===== src/rtl/match_sequencer.sv =====
// match_sequencer: walks an input string by repeatedly launching the vocab matcher and
// emitting one token per match (vocab index or UNK_ID) on a valid/ready stream.
//
// state  | meaning
// IDLE   | waiting for start
// LAUNCH | m_start pulse at current ptr, watchdog loaded
// WAIT   | waiting for m_done or watchdog expiry
// EMIT   | token presented, holding until tok_ready
// FINISH | done pulse; busy drops on the following cycle
module match_sequencer #(
    parameter int ADDR_WIDTH = 4,
    parameter int DATA_WIDTH = 8,
    parameter int UNK_ID     = 0,
    parameter int TIMEOUT    = 64
) (
    input  logic                  clk,
    input  logic                  rst,
    input  logic                  start,
    input  logic [ADDR_WIDTH:0]   in_len,
    output logic                  busy,
    output logic                  done,
    output logic                  err,
    output logic                  m_start,
    output logic [ADDR_WIDTH-1:0] m_in_addr,
    input  logic                  m_done,
    input  logic                  m_found,
    input  logic [ADDR_WIDTH-1:0] m_vocab_idx,
    input  logic [ADDR_WIDTH:0]   m_match_len,
    output logic                  tok_valid,
    input  logic                  tok_ready,
    output logic [ADDR_WIDTH-1:0] tok_id,
    output logic                  tok_last
);

    localparam logic [2:0] S_IDLE   = 3'd0;
    localparam logic [2:0] S_LAUNCH = 3'd1;
    localparam logic [2:0] S_WAIT   = 3'd2;
    localparam logic [2:0] S_EMIT   = 3'd3;
    localparam logic [2:0] S_FINISH = 3'd4;

    localparam int PW     = ADDR_WIDTH + 1;
    localparam int WDOG_W = (TIMEOUT > 1) ? $clog2(TIMEOUT) : 1;
    localparam logic [WDOG_W-1:0]     WDOG_LOAD = WDOG_W'(TIMEOUT - 1);
    localparam logic [ADDR_WIDTH-1:0] UNK_TOK   = ADDR_WIDTH'(UNK_ID);

    // RAM data never enters this block; the width only has to be legal for the parent.
    if (DATA_WIDTH < 1) begin : g_bad_data_width
    end

    logic [2:0]            state_q, state_d;
    logic                  busy_q, busy_d;
    logic                  err_q, err_d;
    logic [PW-1:0]         ptr_q, ptr_d;
    logic [PW-1:0]         len_q, len_d;
    logic [PW-1:0]         next_ptr_q, next_ptr_d;
    logic [ADDR_WIDTH-1:0] tok_id_q, tok_id_d;
    logic                  tok_last_q, tok_last_d;
    logic [WDOG_W-1:0]     wdog_q, wdog_d;

    logic                  hit;
    logic [PW-1:0]         adv;
    logic [PW:0]           sum;
    logic                  at_end;
    logic [PW-1:0]         clamped;

    always_comb begin
        // a zero-length hit counts as a miss so every match advances by at least one
        hit     = m_done && m_found && (m_match_len != '0);
        adv     = hit ? m_match_len : PW'(1);
        sum     = {1'b0, ptr_q} + {1'b0, adv};
        at_end  = (sum >= {1'b0, len_q});
        clamped = at_end ? len_q : sum[PW-1:0];

        state_d    = state_q;
        busy_d     = busy_q;
        err_d      = err_q;
        ptr_d      = ptr_q;
        len_d      = len_q;
        next_ptr_d = next_ptr_q;
        tok_id_d   = tok_id_q;
        tok_last_d = tok_last_q;
        wdog_d     = wdog_q;

        case (state_q)
            S_IDLE: begin
                if (start) begin
                    len_d   = in_len;
                    ptr_d   = '0;
                    err_d   = 1'b0;
                    busy_d  = 1'b1;
                    state_d = (in_len == '0) ? S_FINISH : S_LAUNCH;
                end
            end
            S_LAUNCH: begin
                wdog_d  = WDOG_LOAD;
                state_d = S_WAIT;
            end
            S_WAIT: begin
                if (m_done || (wdog_q == '0)) begin
                    tok_id_d   = hit ? m_vocab_idx : UNK_TOK;
                    next_ptr_d = clamped;
                    tok_last_d = at_end;
                    err_d      = err_q | ~m_done;
                    state_d    = S_EMIT;
                end else begin
                    wdog_d = wdog_q - 1'b1;
                end
            end
            S_EMIT: begin
                if (tok_ready) begin
                    ptr_d   = next_ptr_q;
                    state_d = tok_last_q ? S_FINISH : S_LAUNCH;
                end
            end
            S_FINISH: begin
                busy_d  = 1'b0;
                state_d = S_IDLE;
            end
            default: state_d = S_IDLE;
        endcase
    end

    always_ff @(posedge clk or posedge rst) begin
        if (rst) begin
            state_q    <= S_IDLE;
            busy_q     <= 1'b0;
            err_q      <= 1'b0;
            ptr_q      <= '0;
            len_q      <= '0;
            next_ptr_q <= '0;
            tok_id_q   <= '0;
            tok_last_q <= 1'b0;
            wdog_q     <= '0;
        end else begin
            state_q    <= state_d;
            busy_q     <= busy_d;
            err_q      <= err_d;
            ptr_q      <= ptr_d;
            len_q      <= len_d;
            next_ptr_q <= next_ptr_d;
            tok_id_q   <= tok_id_d;
            tok_last_q <= tok_last_d;
            wdog_q     <= wdog_d;
        end
    end

    assign busy      = busy_q;
    assign err       = err_q;
    assign done      = (state_q == S_FINISH);
    assign m_start   = (state_q == S_LAUNCH);
    assign m_in_addr = ptr_q[ADDR_WIDTH-1:0];
    assign tok_valid = (state_q == S_EMIT);
    assign tok_id    = tok_id_q;
    assign tok_last  = tok_last_q && tok_valid;

endmodule


===== config.mk =====
export PLATFORM = sky130hd
export DESIGN_NAME = match_sequencer
export DESIGN_NICKNAME = d
export VERILOG_FILES = /design/src/rtl/match_sequencer.sv
export SDC_FILE = /design/constraint.sdc
export NUM_CORES = 1
export LEC_CHECK = 0
export ABC_AREA = 1
export ABC_CLOCK_PERIOD_IN_PS = 5100
export CAP_MARGIN = 20
export CELL_PAD_IN_SITES_DETAIL_PLACEMENT = 1
export CELL_PAD_IN_SITES_GLOBAL_PLACEMENT = 2
export CORE_MARGIN = 4
export CORE_UTILIZATION = 32
export CTS_CLUSTER_DIAMETER = 80
export DETAILED_ROUTE_END_ITERATION = 10
export GPL_TIMING_DRIVEN = 0
export PLACE_DENSITY = 0.89
export SLEW_MARGIN = 20
export SYNTH_ARGS = -nofsm -noshare
export SYNTH_HDL_FRONTEND = slang
export SYNTH_SLANG_ARGS = --single-unit

===== constraint.sdc =====
create_clock -name clk -period 5.1 [get_ports clk]
set_input_delay 0.51 -clock clk [delete_from_list [all_inputs] [get_ports clk]]
set_output_delay 0.51 -clock clk [all_outputs]
set_load 0.005 [all_outputs]

# Word level (Yosys, flattened, before mapping)
# Index checks and enable logic that the tools add are counted.
[totals] regBits=31 in_bits=20 wordCells=60
[op_classes] add_sub_neg=2 eq_ne=8 n_lt_le_gt_ge=1 muxes=19 bitwise_logic=2 reduce_logical=19
[op_table] op="5-bit two-way mux" n=4
[op_table] op="3-bit two-way mux" n=5
[op_table] op="3-bit one-hot mux with 4 select lines" n=1
[op_table] op="6-bit one-hot mux with 2 select lines" n=1
[op_table] op="5-bit one-hot mux with 2 select lines" n=1
[op_table] op="3-bit AND reduction" n=3
[op_table] op="2-bit AND reduction" n=4
[op_table] op="2-bit nonzero test" n=4
[op_table] op="5-bit by 5-bit adder with 6-bit output" n=1
[op_table] op="3-bit by 2-bit == test with 1-bit output (second input constant)" n=2
[op_table] op="6-bit by 5-bit >= comparator with 1-bit output" n=1
[op_table] op="6-bit logical NOT" n=1
[op_table] op="6-bit two-way mux" n=1
[op_table] op="2-bit != test (second input constant)" n=3
[op_table] op="6-bit by 1-bit subtractor with 6-bit output (second input constant)" n=1
[op_table] op="5-bit logical NOT" n=1
[op_table] op="5-bit nonzero test" n=1
[op_table] op="4-bit two-way mux" n=1
[op_table] op="1-bit one-hot mux with 2 select lines" n=2
[op_table] op="3-bit by 1-bit == test with 1-bit output (second input constant)" n=1
[op_table] op="3-bit == test (second input constant)" n=1
[op_table] op="1-bit logical AND" n=3
[op_table] op="3-bit logical NOT" n=1
[op_table] op="1-bit two-way mux" n=3
[op_table] op="4 further kinds" n=4

# Depth between registers and ports, before layout
# Gate-level depths: netlist of run 1.
[depth] depth_word=6 ltp_mapped=21 depth_no_buf=21

# Worst setup path after synthesis of run 1
# No wires, ideal clock.
[synth_timing] path_type="in2reg" startpoint="input m_match_len[2]" endpoint="register tok_last_q" cell_stages=20 path_slack_ps=2303 required_time_ps=4974 t_arrival_ps=2671 path_cell_list="nor3_1 > nand3_1 > nand2_1 > inv_1 > nand2_1 > ha_1 > inv_1 > fa_1 > nand3b_1 > nand2_1 > nand2_1 > nand2_1 > inv_1 > ha_1 > nor2_1 > nand2_1 > a21oi_4 > nand2_1 > nand2_1 > o21ai_0"
[synth_between] elab_chain_len=5
[synth_rtl] item="start: declaration" line_no="28" text="input logic [ADDR_WIDTH:0] m_match_len,"
[synth_rtl] item="5-bit nonzero test" line_no="68" text="hit = m_done && m_found && (m_match_len != '0);"
[synth_rtl] item="1-bit logical AND" line_no="68"
[synth_rtl] item="5-bit two-way mux (*)" line_no="69" text="adv = hit ? m_match_len : PW'(1);"
[synth_rtl] item="5-bit by 5-bit adder with 6-bit output (*)" line_no="70" text="sum = {1'b0, ptr_q} + {1'b0, adv};"
[synth_rtl] item="6-bit by 5-bit >= comparator with 1-bit output (*)" line_no="71" text="at_end = (sum >= {1'b0, len_q});"
[synth_rtl] item="end signal: assignment" line_no="142" text="tok_last_q <= tok_last_d;"
[synth_rtl] item="end: declaration" line_no="57" text="logic tok_last_q, tok_last_d;"
# Every way passes the cells marked *; elsewhere a longest branch is shown, timed or not.
# A chain may end at the register's enable or synchronous reset.

# Worst setup path after layout of run 1
[layout_timing] startpoint="input m_match_len[2]" endpoint="register next_ptr_q[0]"
[layout_between] elab_chain_len=6
[layout_rtl] item="5-bit nonzero test" line_no="68"
[layout_rtl] item="1-bit logical AND" line_no="68"
[layout_rtl] item="5-bit two-way mux (*)" line_no="69"
[layout_rtl] item="5-bit by 5-bit adder with 6-bit output (*)" line_no="70"
[layout_rtl] item="6-bit by 5-bit >= comparator with 1-bit output" line_no="71"
[layout_rtl] item="5-bit two-way mux (*)" line_no="72" text="clamped = at_end ? len_q : sum[PW-1:0];"
[layout_rtl] item="end signal: assignment" line_no="140" text="next_ptr_q <= next_ptr_d;"
[layout_rtl] item="end: declaration" line_no="55" text="logic [PW-1:0] next_ptr_q, next_ptr_d;"
# Marked as above.

==> results of run 1 <==
## cells in the mapped netlist (all sizes together)
master,number
a21oi,7
buf,7
dfrtp,31
fa,1
ha,12
inv,46
nand2,70
nand3,34
nand3b,3
nand4,1
nor2,16
nor3,5
o211ai,1
o21ai,16
or2,1
xnor2,1
xor2,3
## final cells by class
type,count,area [sq um]
timing repair buffer,33,330.3
sequential,31,775.7
clock inverter,2,35.03
inverter,46,172.7
multi-input combinational,171,919.6
clock buffer,6,82.58
tap,75,93.84
buffer,7,60.06
fill,756,3416
## power breakdown
group / switching, mW / internal (mW) / total (mW)
Sequential: 0.0668 / 0.357 / 0.424
Clock: 0.0939 / 0.158 / 0.252
Combinational: 0.416 / 0.311 / 0.727
Total: 0.577 / 0.826 / 1.40
## registers in the layout, indices dropped and copies added, names as in the netlist
register,flops
len_q,5
wdog_q,6
busy,1
err,1
state_q,3
ptr_q,5
next_ptr_q,5
tok_id,4
tok_last_q,1
## through the flow
step / instance area [sq um] / util, % / setup WS, ns / cells / hold WS [ns]
detailed placement: 2352 / 39.97 / 1.478 / 363 / 0.4749
CTS: 2470 / 41.96 / 1.770 / 371 / 0.4931
global route: 2470 / 41.96 / 1.386 / 371 / 0.5249
finish: 2470 / 41.96 / 1.795 / 371 / 0.4915
floorplan: 1928 / - / 2.303 / 255 / 0.4499
global placement: 2352 / 39.97 / 1.524 / 363 / 0.4657
## critical path, cell delays in order
cell                              delay (ns)
sky130_fd_sc_hd__clkdlybuf4s50_1        0.43
sky130_fd_sc_hd__nor3_1                 0.18
sky130_fd_sc_hd__nand3_1                0.08
sky130_fd_sc_hd__nand2_1                0.10
sky130_fd_sc_hd__inv_1                  0.11
sky130_fd_sc_hd__nand2_1                0.08
sky130_fd_sc_hd__ha_1                   0.16
sky130_fd_sc_hd__inv_1                  0.05
sky130_fd_sc_hd__fa_1                   0.40
sky130_fd_sc_hd__nand3b_1               0.20
sky130_fd_sc_hd__nand2_1                0.08
sky130_fd_sc_hd__nand2_1                0.04
sky130_fd_sc_hd__nand2_1                0.08
sky130_fd_sc_hd__inv_1                  0.05
sky130_fd_sc_hd__ha_1                   0.16
sky130_fd_sc_hd__nor2_1                 0.08
sky130_fd_sc_hd__nand2_1                0.09
sky130_fd_sc_hd__a21oi_4                0.18
sky130_fd_sc_hd__nand2_1                0.18
sky130_fd_sc_hd__nand2_1                0.10
sky130_fd_sc_hd__nand3_1                0.10
sky130_fd_sc_hd__nand2_1                0.07
## per-layer routing
layer,global-route usage (%),vias to the layer above,wire length (um)
li1,-,875,-
met1,17.39,787,2062
met2,23.31,19,2278
met3,2.690,6,128
met4,4.460,0,68
met5,0,-,0
## cell families (layout without fill, tap and decap cells)
group | after synthesis | after routing | share of synthesized area, %
fa+ha+maj | 13 | 13 | 8.825
simple gates | 130 | 130 | 30.11
compound gates | 24 | 24 | 6.944
buf+inv | 53 | 94 | 12.07
xor+xnor | 4 | 4 | 1.817
flops | 31 | 31 | 40.23
## path summary, 6_finish.rpt
check	startpoint	end	slack, ns	cells past startpoint
setup / recovery	m_match_len[2]	next_ptr_q[0]$_DFFE_PP0P_	1.79	22
hold / removal	next_ptr_q[4]$_DFFE_PP0P_	next_ptr_q[4]$_DFFE_PP0P_	0.49	2
setup reg to reg	ptr_q[0]$_DFFE_PP0P_	next_ptr_q[0]$_DFFE_PP0P_	2.60	16
hold reg to reg	next_ptr_q[4]$_DFFE_PP0P_	next_ptr_q[4]$_DFFE_PP0P_	0.49	2
max in group asynchronous	rst	len_q[2]$_DFFE_PP0P_	4.03	2
min in group asynchronous	rst	tok_id[3]$_DFFE_PP0P_	0.64	2
==> flow_metrics.py, run 1 <==
metrics = {
    "status": {
        "status": "completed",
    },
    "yosys": {
        "synthesis.instances": 255,
        "synth_top_cells_by_area": "sky130_fd_sc_hd__dfrtp_1 40%, sky130_fd_sc_hd__nand2_1 13%, sky130_fd_sc_hd__nand3_1 8.6%, sky130_fd_sc_hd__inv_1 8.4%, sky130_fd_sc_hd__ha_1 7.8%",
        "syn_nets": 288,
        "syn_area_sq_mm": 0.001928,
        "synth-seq-cells": 31,
        "synthesis.area_per_instance_sq_um": 7.561,
        "synth_largest_area_cell": "sky130_fd_sc_hd__dfrtp_1",
        "yosys.cell_types.count": 26,
        "yosys_warnings": 0,
        "sequential_share_of_the_synthesized_area_pct": 40.23,
        "proportion_of_netlist_area_held_by_the_largest_area_contributor_pct": 40.23,
    },
    "route": {
        "vias_per_inst": 4.547,
        "antenna_violating_nets_post_route": 0,
        "post-route-drc-count": 0,
        "drt-wirelength-per-cell_um": 12.23,
        "drtIter0Drc": 47,
        "via_count": 1687,
        "detail_route.first_pass.iterations": 4,
        "wirelength_um": 4537,
    },
    "timing": {
        "fin_crit_sh_pct": 64.81,
        "timing.final.setup_violations": 0,
        "max_slew.worst_pin.slew_ns": 0.6560,
        "final-max-slew-violation-count": 0,
        "clock_period_minus_worst_slack_ns": 3.305,
        "hold_viol": 0,
        "maxClockFrequency_mhz": 302.5,
        "grt_setup_unrepaired": "no",
        "worst_clock_skew_ns": 0.007700,
        "max-slew-margin-rel_pct": 56.20,
        "totalNegativeSetupSlack_ns": 0,
    },
    "power": {
        "irDropWorstVdd_mv": 0.2651,
        "leakage_nw": 1.315,
        "power.total_mw": 1.403,
        "power_density_mw_per_mm2": 568.0,
    },
    "finish": {
        "net_count_final": 328,
        "insertedDiodeCount": 0,
        "area_growth_pct": 28.10,
        "layout-drive-gt1-share_pct": 8.784,
        "layout.cells.most_common_list": "67 x sky130_fd_sc_hd__nand2_1, 42 x sky130_fd_sc_hd__inv_1, 33 x sky130_fd_sc_hd__nand3_1, 33 x sky130_fd_sc_hd__clkdlybuf4s50_1, 31 x sky130_fd_sc_hd__dfrtp_1",
        "final_common_cell": "sky130_fd_sc_hd__nand2_1",
    },
    "clock_network": {
        "h_tree_levels": 2,
        "cts_tree": "built",
        "post_cts_resize_count": 0,
        "clock_insertion_delay_worst_skew_ns": 0.28,
        "root_buffer": "sky130_fd_sc_hd__clkbuf_8",
        "post_cts_hold_buffer_count": 0,
        "cts.clk_slew.worst_paths_ns": 0.07,
        "postCtsSetupRepairBufs": 0,
        "max-clock-path-buffers": 2,
        "clock_sink_count": 31,
        "cts_buffer_count": 5,
    },
    "global_routing": {
        "grt_overflow": 0,
        "grtUsageTotal_pct": 13.68,
        "grt_pass1_wl_um": 8114,
        "grt_max_degree": 32,
        "grt_antenna_before_repair": 0,
        "first_global_vias": 1793,
    },
    "critical_path": {
        "worstSetupStartpointType": "input pin",
        "critPathCaptureType": "register",
        "critPathRequiredTime_ns": 5.33,
        "critPathArrivalTime_ns": 3.53,
        "critical_path.max_fanout": 6,
        "timing.setup.critical_path_class": "in2reg",
    },
    "floorplan": {
        "dieArea_sq_mm": 0.007331,
        "die_width_um": 85.62,
        "initial_utilization_pct": 32.76,
        "core_box_area_sq_mm": 0.005886,
        "pin_count": 34,
        "die_y_um": 85.62,
        "core.rowCount": 28,
    },
    "placed_design": {
        "io_buffer_count": 33,
        "placer_congestion_estimate": 0.7808,
        "dpl.hpwl_um": 3635,
    },
    "flow_run": {
        "timing.max_cap.violations": 0,
    },
    "hold_path": {
        "min-delay-path-class": "reg2reg",
    },
}
Note: power is estimated with default switching activity, not from simulation.
==> run 2, diff against run 1 <==
--- a/config.mk
+++ b/config.mk
@@ -6,16 +6,16 @@
 export NUM_CORES = 1
 export LEC_CHECK = 0
 export ABC_AREA = 1
-export ABC_CLOCK_PERIOD_IN_PS = 5100
+export ABC_CLOCK_PERIOD_IN_PS = 3400
 export CAP_MARGIN = 20
 export CELL_PAD_IN_SITES_DETAIL_PLACEMENT = 1
 export CELL_PAD_IN_SITES_GLOBAL_PLACEMENT = 2
 export CORE_MARGIN = 4
-export CORE_UTILIZATION = 32
+export CORE_UTILIZATION = 30
 export CTS_CLUSTER_DIAMETER = 80
 export DETAILED_ROUTE_END_ITERATION = 10
 export GPL_TIMING_DRIVEN = 0
-export PLACE_DENSITY = 0.89
+export PLACE_DENSITY = 0.85
 export SLEW_MARGIN = 20
 export SYNTH_ARGS = -nofsm -noshare
 export SYNTH_HDL_FRONTEND = slang
==> constraint.sdc (replaced) <==
create_clock -name clk -period 3.4 [get_ports clk]
set_input_delay 0.34 -clock clk [delete_from_list [all_inputs] [get_ports clk]]
set_output_delay 0.34 -clock clk [all_outputs]
set_load 0.005 [all_outputs]
==> run 2 against run 1 <==
  * Combinational power rose by 54%
  * Setup slack got worse by 1.5 ns
  * Critical path depth unchanged
  * Critical path type unchanged
  * Critical endpoint is now next_ptr_q[3]$_DFFE_PP0P_
  * Largest power group unchanged
==> flow_metrics.py, run 2 (synthesis results as in run 1) <==
metrics = {
    "clock_network": {
        "postCtsSetupRepairBufs": 0,
        "h_tree_levels": 2,
        "cts_tree": "built",
        "clock_insertion_delay_worst_skew_ns": 0.28,
        "max-clock-path-buffers": 2,
        "root_buffer": "sky130_fd_sc_hd__clkbuf_8",
        "clock_sink_count": 31,
        "cts_buffer_count": 5,
        "cts.clk_slew.worst_paths_ns": 0.07,
    },
    "timing": {
        "worst_clock_skew_ns": 0.006284,
        "maxClockFrequency_mhz": 321.6,
        "fin_crit_sh_pct": 91.47,
        "timing.final.setup_violations": 0,
        "max-slew-margin-rel_pct": 56.25,
        "hold_viol": 0,
        "clock_period_minus_worst_slack_ns": 3.110,
        "max_slew.worst_pin.slew_ns": 0.6553,
        "grt_setup_unrepaired": "no",
        "final-max-slew-violation-count": 0,
    },
    "critical_path": {
        "critical_path.max_fanout": 6,
        "timing.setup.critical_path_class": "in2reg",
        "critPathRequiredTime_ns": 3.62,
        "critPathCaptureType": "register",
        "critPathArrivalTime_ns": 3.33,
        "worstSetupStartpointType": "input pin",
    },
    "finish": {
        "final.fill_count": 781,
        "layout.cell_area.non_filler_sq_mm": 0.002482,
        "final_cells": 371,
        "largest_register_ffs": 6,
        "net_count_final": 328,
        "layout-drive-gt1-share_pct": 9.797,
        "insertedDiodeCount": 0,
        "final_common_cell": "sky130_fd_sc_hd__nand2_1",
        "finish.utilization_pct": 40.96,
        "max_flop_register": "wdog_q",
        "area_growth_pct": 28.75,
        "layout.cells.most_common_list": "66 x sky130_fd_sc_hd__nand2_1, 41 x sky130_fd_sc_hd__inv_1, 33 x sky130_fd_sc_hd__nand3_1, 33 x sky130_fd_sc_hd__clkdlybuf4s50_1, 31 x sky130_fd_sc_hd__dfrtp_1",
    },
    "floorplan": {
        "die_y_um": 88.17,
        "core.rowCount": 28,
        "die_width_um": 88.17,
        "dieArea_sq_mm": 0.007774,
        "initial_utilization_pct": 31.81,
        "pin_count": 34,
        "core_box_area_sq_mm": 0.006061,
    },
    "hold_path": {
        "min-delay-path-class": "in2async",
    },
    "power": {
        "leakage_nw": 1.316,
        "irDropWorstVdd_mv": 0.3316,
        "power_density_mw_per_mm2": 858.4,
    },
    "route": {
        "wirelength_um": 4859,
        "vias_per_inst": 4.633,
        "detail_route.first_pass.iterations": 4,
        "drtIter0Drc": 46,
        "drt-wirelength-per-cell_um": 13.10,
        "antenna_violating_nets_post_route": 0,
        "post-route-drc-count": 0,
        "via_count": 1719,
    },
    "global_routing": {
        "grt_max_degree": 32,
        "grt_antenna_before_repair": 0,
        "grt_overflow": 0,
        "grt_pass1_wl_um": 8369,
        "grtUsageTotal_pct": 13.64,
        "first_global_vias": 1812,
    },
    "placed_design": {
        "placed_cell_area_sq_mm": 0.002352,
        "dpl.cell_count": 363,
        "dpl.hpwl_um": 3828,
        "io_buffer_count": 33,
        "placer_congestion_estimate": 0.8030,
    },
    "status": {
        "status": "completed",
    },
    "flow_run": {
        "timing.max_cap.violations": 0,
    },
}
-- run 2: cell counts in the layout (fill, tap and decap cells not counted) --
No cell type changed its count.
-- run 2: report_power, final --
part / internal (mW) / switching (mW) / leakage (nW)
Clock: 0.237 / 0.137 / 0.0612
Sequential: 0.536 / 0.104 / 0.380
Combinational: 0.476 / 0.641 / 0.875
Total: 1.25 / 0.882 / 1.32
-- run 2: metrics by stage --
step                      power [mW]  worst slack (ns)  setup TNS, ns  hold WS [ns]
after floorplan                1.380            0.7728              0        0.4435
after global placement         1.727           -0.1121        -0.4711        0.4659
after detailed placement       1.754           -0.1735        -0.8840        0.4681
after CTS                      2.159            0.1028              0        0.4865
after global routing           2.373           0.04285              0        0.5208
final                          2.131            0.2901              0        0.4748
-- run 2: worst max-delay path, cell delays in order --
cell,delay [ns]
sky130_fd_sc_hd__clkdlybuf4s50_1,0.44
sky130_fd_sc_hd__nor3_2,0.19
sky130_fd_sc_hd__nand3_1,0.09
sky130_fd_sc_hd__nand2_1,0.12
sky130_fd_sc_hd__inv_2,0.08
sky130_fd_sc_hd__nand2_1,0.07
sky130_fd_sc_hd__ha_1,0.16
sky130_fd_sc_hd__inv_1,0.05
sky130_fd_sc_hd__fa_1,0.39
sky130_fd_sc_hd__nand3b_1,0.21
sky130_fd_sc_hd__nand2_1,0.08
sky130_fd_sc_hd__nand2_1,0.04
sky130_fd_sc_hd__nand2_1,0.09
sky130_fd_sc_hd__inv_1,0.05
sky130_fd_sc_hd__ha_1,0.17
sky130_fd_sc_hd__nor2_1,0.08
sky130_fd_sc_hd__nand2_1,0.09
sky130_fd_sc_hd__a21oi_4,0.23
sky130_fd_sc_hd__nand2_4,0.11
sky130_fd_sc_hd__nand2_1,0.07
sky130_fd_sc_hd__nand3_1,0.08
sky130_fd_sc_hd__nand2_1,0.07
-- run 2: worst paths after layout --
kind / endpoint / slack (ns) / start / depth (start not counted)
hold reg to reg: next_ptr_q[2]$_DFFE_PP0P_ / 0.49 / next_ptr_q[2]$_DFFE_PP0P_ / 2
setup / recovery: next_ptr_q[3]$_DFFE_PP0P_ / 0.29 / m_match_len[2] / 22
min in group clk: next_ptr_q[2]$_DFFE_PP0P_ / 0.49 / next_ptr_q[2]$_DFFE_PP0P_ / 2
setup reg to reg: next_ptr_q[3]$_DFFE_PP0P_ / 0.94 / ptr_q[0]$_DFFE_PP0P_ / 16
hold / removal: tok_id[0]$_DFFE_PP0P_ / 0.47 / rst / 2
max in group asynchronous: len_q[0]$_DFFE_PP0P_ / 2.49 / rst / 2
-- run 2: layout make-up --
cell class                 count  area, sq um  share of cell area [%]
multi-input combinational    171        932.1                   37.55
buffer                         7        60.06                   2.419
sequential                    31        775.7                   31.25
inverter                      46        172.7                   6.956
clock inverter                 2        35.03                   1.411
timing repair buffer          33        330.3                   13.31
tap                           75        93.84                   3.780
clock buffer                   6        82.58                   3.327
-- run 2: timing repair --
item                                    4_1_cts  5_1_grt
hold buffers                                  0        0
endpoints found under the setup margin        0        6
resized for setup                             0        4
-- run 2: layer usage --
layer | share of wire (%) | track usage (%) | vias up
met5 | 0 | 0 | -
met3 | 4.7 | 3.010 | 6
li1 | - | - | 881
met2 | 48 | 22.91 | 28
met4 | 1.0 | 3.297 | 0
met1 | 46 | 17.86 | 804
==> run 3, diff against run 2 <==
--- a/config.mk
+++ b/config.mk
@@ -16,7 +16,6 @@
 export DETAILED_ROUTE_END_ITERATION = 10
 export GPL_TIMING_DRIVEN = 0
 export PLACE_DENSITY = 0.85
-export SLEW_MARGIN = 20
 export SYNTH_ARGS = -nofsm -noshare
 export SYNTH_HDL_FRONTEND = slang
 export SYNTH_SLANG_ARGS = --single-unit
==> run 3 against run 2 <==
  * Clock-buffer cell count did not move
  * Final cell count rose by 0.27%
  * Power rose by 0.54%
  * Combinational power barely moved
  * Sequential share of layout area fell by 0.19 points
  * Hold slack improved by 0.0053 ns
  * Critical path depth did not move
  * Register-to-register slack barely moved
  * Clock power rose by 2%
  * Clock skew barely moved
  * Fmax rose by 0.95%
  * Non-clock buffer count rose by 1
  * Critical endpoint unchanged
  * Highest routed layer unchanged
==> flow_metrics.py, run 3 (synthesis results as in run 1) <==
metrics = {
    "status": {
        "status": "completed",
    },
    "critical_path": {
        "critPathCaptureType": "register",
        "critical_path.max_fanout": 6,
        "critPathRequiredTime_ns": 3.63,
        "worstSetupStartpointType": "input pin",
        "critPathArrivalTime_ns": 3.31,
        "timing.setup.critical_path_class": "in2reg",
    },
    "finish": {
        "final_common_cell": "sky130_fd_sc_hd__nand2_1",
        "final.fill_count": 758,
        "layout.cells.most_common_list": "66 x sky130_fd_sc_hd__nand2_1, 42 x sky130_fd_sc_hd__inv_1, 33 x sky130_fd_sc_hd__nand3_1, 33 x sky130_fd_sc_hd__clkdlybuf4s50_1, 31 x sky130_fd_sc_hd__dfrtp_1",
        "sequential_cell_area_sq_um": 775.7,
        "finish.utilization_pct": 41.21,
        "multiInputGateArea_sq_um": 932.1,
        "max_flop_register": "wdog_q",
        "area_growth_pct": 29.53,
        "layout-drive-gt1-share_pct": 9.764,
        "net_count_final": 329,
        "insertedDiodeCount": 0,
        "largest_register_ffs": 6,
        "final_cells": 372,
    },
    "global_routing": {
        "grt_max_degree": 20,
        "grt_most_used_layer": "met2",
        "grt_antenna_before_repair": 0,
        "grtUsageTotal_pct": 14.44,
        "first_global_vias": 1826,
        "grt.met1_usage_pct": 18.92,
        "groute.layer.met2.usage_pct": 23.18,
        "use_met3_pct": 3.387,
        "grt_overflow": 0,
        "grt_pass1_wl_um": 8666,
    },
    "route": {
        "post-route-drc-count": 0,
        "vias_per_inst": 4.656,
        "drtIter0Drc": 88,
        "detail_route.first_pass.iterations": 4,
        "via_count": 1732,
        "wirelength_um": 4915,
        "antenna_violating_nets_post_route": 0,
        "drt-wirelength-per-cell_um": 13.21,
    },
    "placed_design": {
        "io_buffer_count": 33,
        "placer_congestion_estimate": 0.8030,
        "dpl.hpwl_um": 3875,
        "dpl.cell_count": 364,
    },
    "clock_network": {
        "clock_insertion_delay_worst_skew_ns": 0.29,
        "root_buffer": "sky130_fd_sc_hd__clkbuf_8",
        "h_tree_levels": 2,
        "clock_sink_count": 31,
        "cts.clk_slew.worst_paths_ns": 0.07,
        "post_cts_hold_buffer_count": 0,
        "cts_tree": "built",
        "max-clock-path-buffers": 2,
        "cts_buffer_count": 5,
        "postCtsSetupRepairBufs": 0,
    },
    "floorplan": {
        "pin_count": 34,
        "die_y_um": 88.17,
        "dieArea_sq_mm": 0.007774,
        "initial_utilization_pct": 31.81,
        "core_box_area_sq_mm": 0.006061,
        "core.rowCount": 28,
        "die_width_um": 88.17,
    },
    "timing": {
        "fin_crit_sh_pct": 90.60,
        "grt_setup_unrepaired": "no",
        "max-slew-margin-rel_pct": 49.88,
        "hold_viol": 0,
        "maxClockFrequency_mhz": 324.6,
        "clock_period_minus_worst_slack_ns": 3.081,
        "max_slew.worst_pin.slew_ns": 0.7510,
        "worst_clock_skew_ns": 0.006313,
        "final-max-slew-violation-count": 0,
        "hold_ws_ns": 0.4802,
        "timing.final.setup_violations": 0,
    },
    "power": {
        "power_density_mw_per_mm2": 857.9,
        "irDropWorstVdd_mv": 0.3147,
        "power.total_mw": 2.142,
        "leakage_nw": 1.324,
    },
    "hold_path": {
        "min-delay-path-class": "in2async",
    },
    "flow_run": {
        "timing.max_cap.violations": 0,
    },
}
[run 3: changes by cell type in the layout (fill, tap and decap cells not counted), sizes merged]
cell,previous run,this run
buf,7,8
[run 3: critical path, stage by stage]
cell                              delay (ns)
sky130_fd_sc_hd__clkdlybuf4s50_1        0.44
sky130_fd_sc_hd__nor3_2                 0.19
sky130_fd_sc_hd__nand3_1                0.08
sky130_fd_sc_hd__nand2_1                0.12
sky130_fd_sc_hd__inv_2                  0.08
sky130_fd_sc_hd__nand2_1                0.07
sky130_fd_sc_hd__ha_1                   0.16
sky130_fd_sc_hd__inv_1                  0.05
sky130_fd_sc_hd__fa_1                   0.39
sky130_fd_sc_hd__nand3b_1               0.21
sky130_fd_sc_hd__nand2_1                0.08
sky130_fd_sc_hd__nand2_1                0.04
sky130_fd_sc_hd__nand2_1                0.10
sky130_fd_sc_hd__inv_1                  0.05
sky130_fd_sc_hd__ha_1                   0.17
sky130_fd_sc_hd__nor2_1                 0.08
sky130_fd_sc_hd__nand2_1                0.08
sky130_fd_sc_hd__a21oi_4                0.23
sky130_fd_sc_hd__nand2_4                0.11
sky130_fd_sc_hd__nand2_1                0.07
sky130_fd_sc_hd__nand3_1                0.08
sky130_fd_sc_hd__nand2_1                0.07
[run 3: per-layer routing]
layer  share of wire [%]  up-vias
met1                  46      819
met2                  48       28
met4                 1.4        0
li1                    -      878
met5                   0        -
met3                 4.5        7
[run 3: cell type report]
cell class | instances | share of cell area, %
buffer | 7 | 2.405
clock buffer | 6 | 3.307
clock inverter | 2 | 1.403
inverter | 46 | 6.914
multi-input combinational | 171 | 37.32
sequential | 31 | 31.06
tap | 75 | 3.758
timing repair buffer | 34 | 13.83
[run 3: timing repair]
action                                  CTS  global route
endpoints found under the hold margin     0             0
endpoints found under the setup margin    0             6
gates resized for setup                   0             4
[run 3: where the power goes]
group / switching (mW) / internal, mW
logic: 0.645 / 0.476
clock network: 0.144 / 0.237
registers: 0.105 / 0.536
total: 0.893 / 1.25
[run 3: path summary, 6_finish.rpt]
| path | depth (start not counted) | start | endpoint | slack (ns) |
|---|---|---|---|---|
| max | 22 | m_match_len[2] | next_ptr_q[3]$_DFFE_PP0P_ | 0.32 |
| max reg2reg | 16 | ptr_q[0]$_DFFE_PP0P_ | next_ptr_q[3]$_DFFE_PP0P_ | 0.94 |
| min | 2 | rst | tok_id[0]$_DFFE_PP0P_ | 0.48 |
| max in group asynchronous | 3 | rst | len_q[0]$_DFFE_PP0P_ | 2.36 |
| min in group clk | 2 | len_q[2]$_DFFE_PP0P_ | len_q[2]$_DFFE_PP0P_ | 0.48 |
| min reg2reg | 2 | len_q[2]$_DFFE_PP0P_ | len_q[2]$_DFFE_PP0P_ | 0.48 |
[run 3: per-stage QoR]
step	worst slack (ns)	instance area [sq um]	TNS, ns
6_report	0.3194	2497	0
5_1_grt	0.001467	2497	0
4_1_cts	0.1262	2485	0
3_5_place_dp	-0.1564	2367	-0.7839
3_3_place_gp	-0.1121	2352	-0.4711
2_1_floorplan	0.7728	1928	0
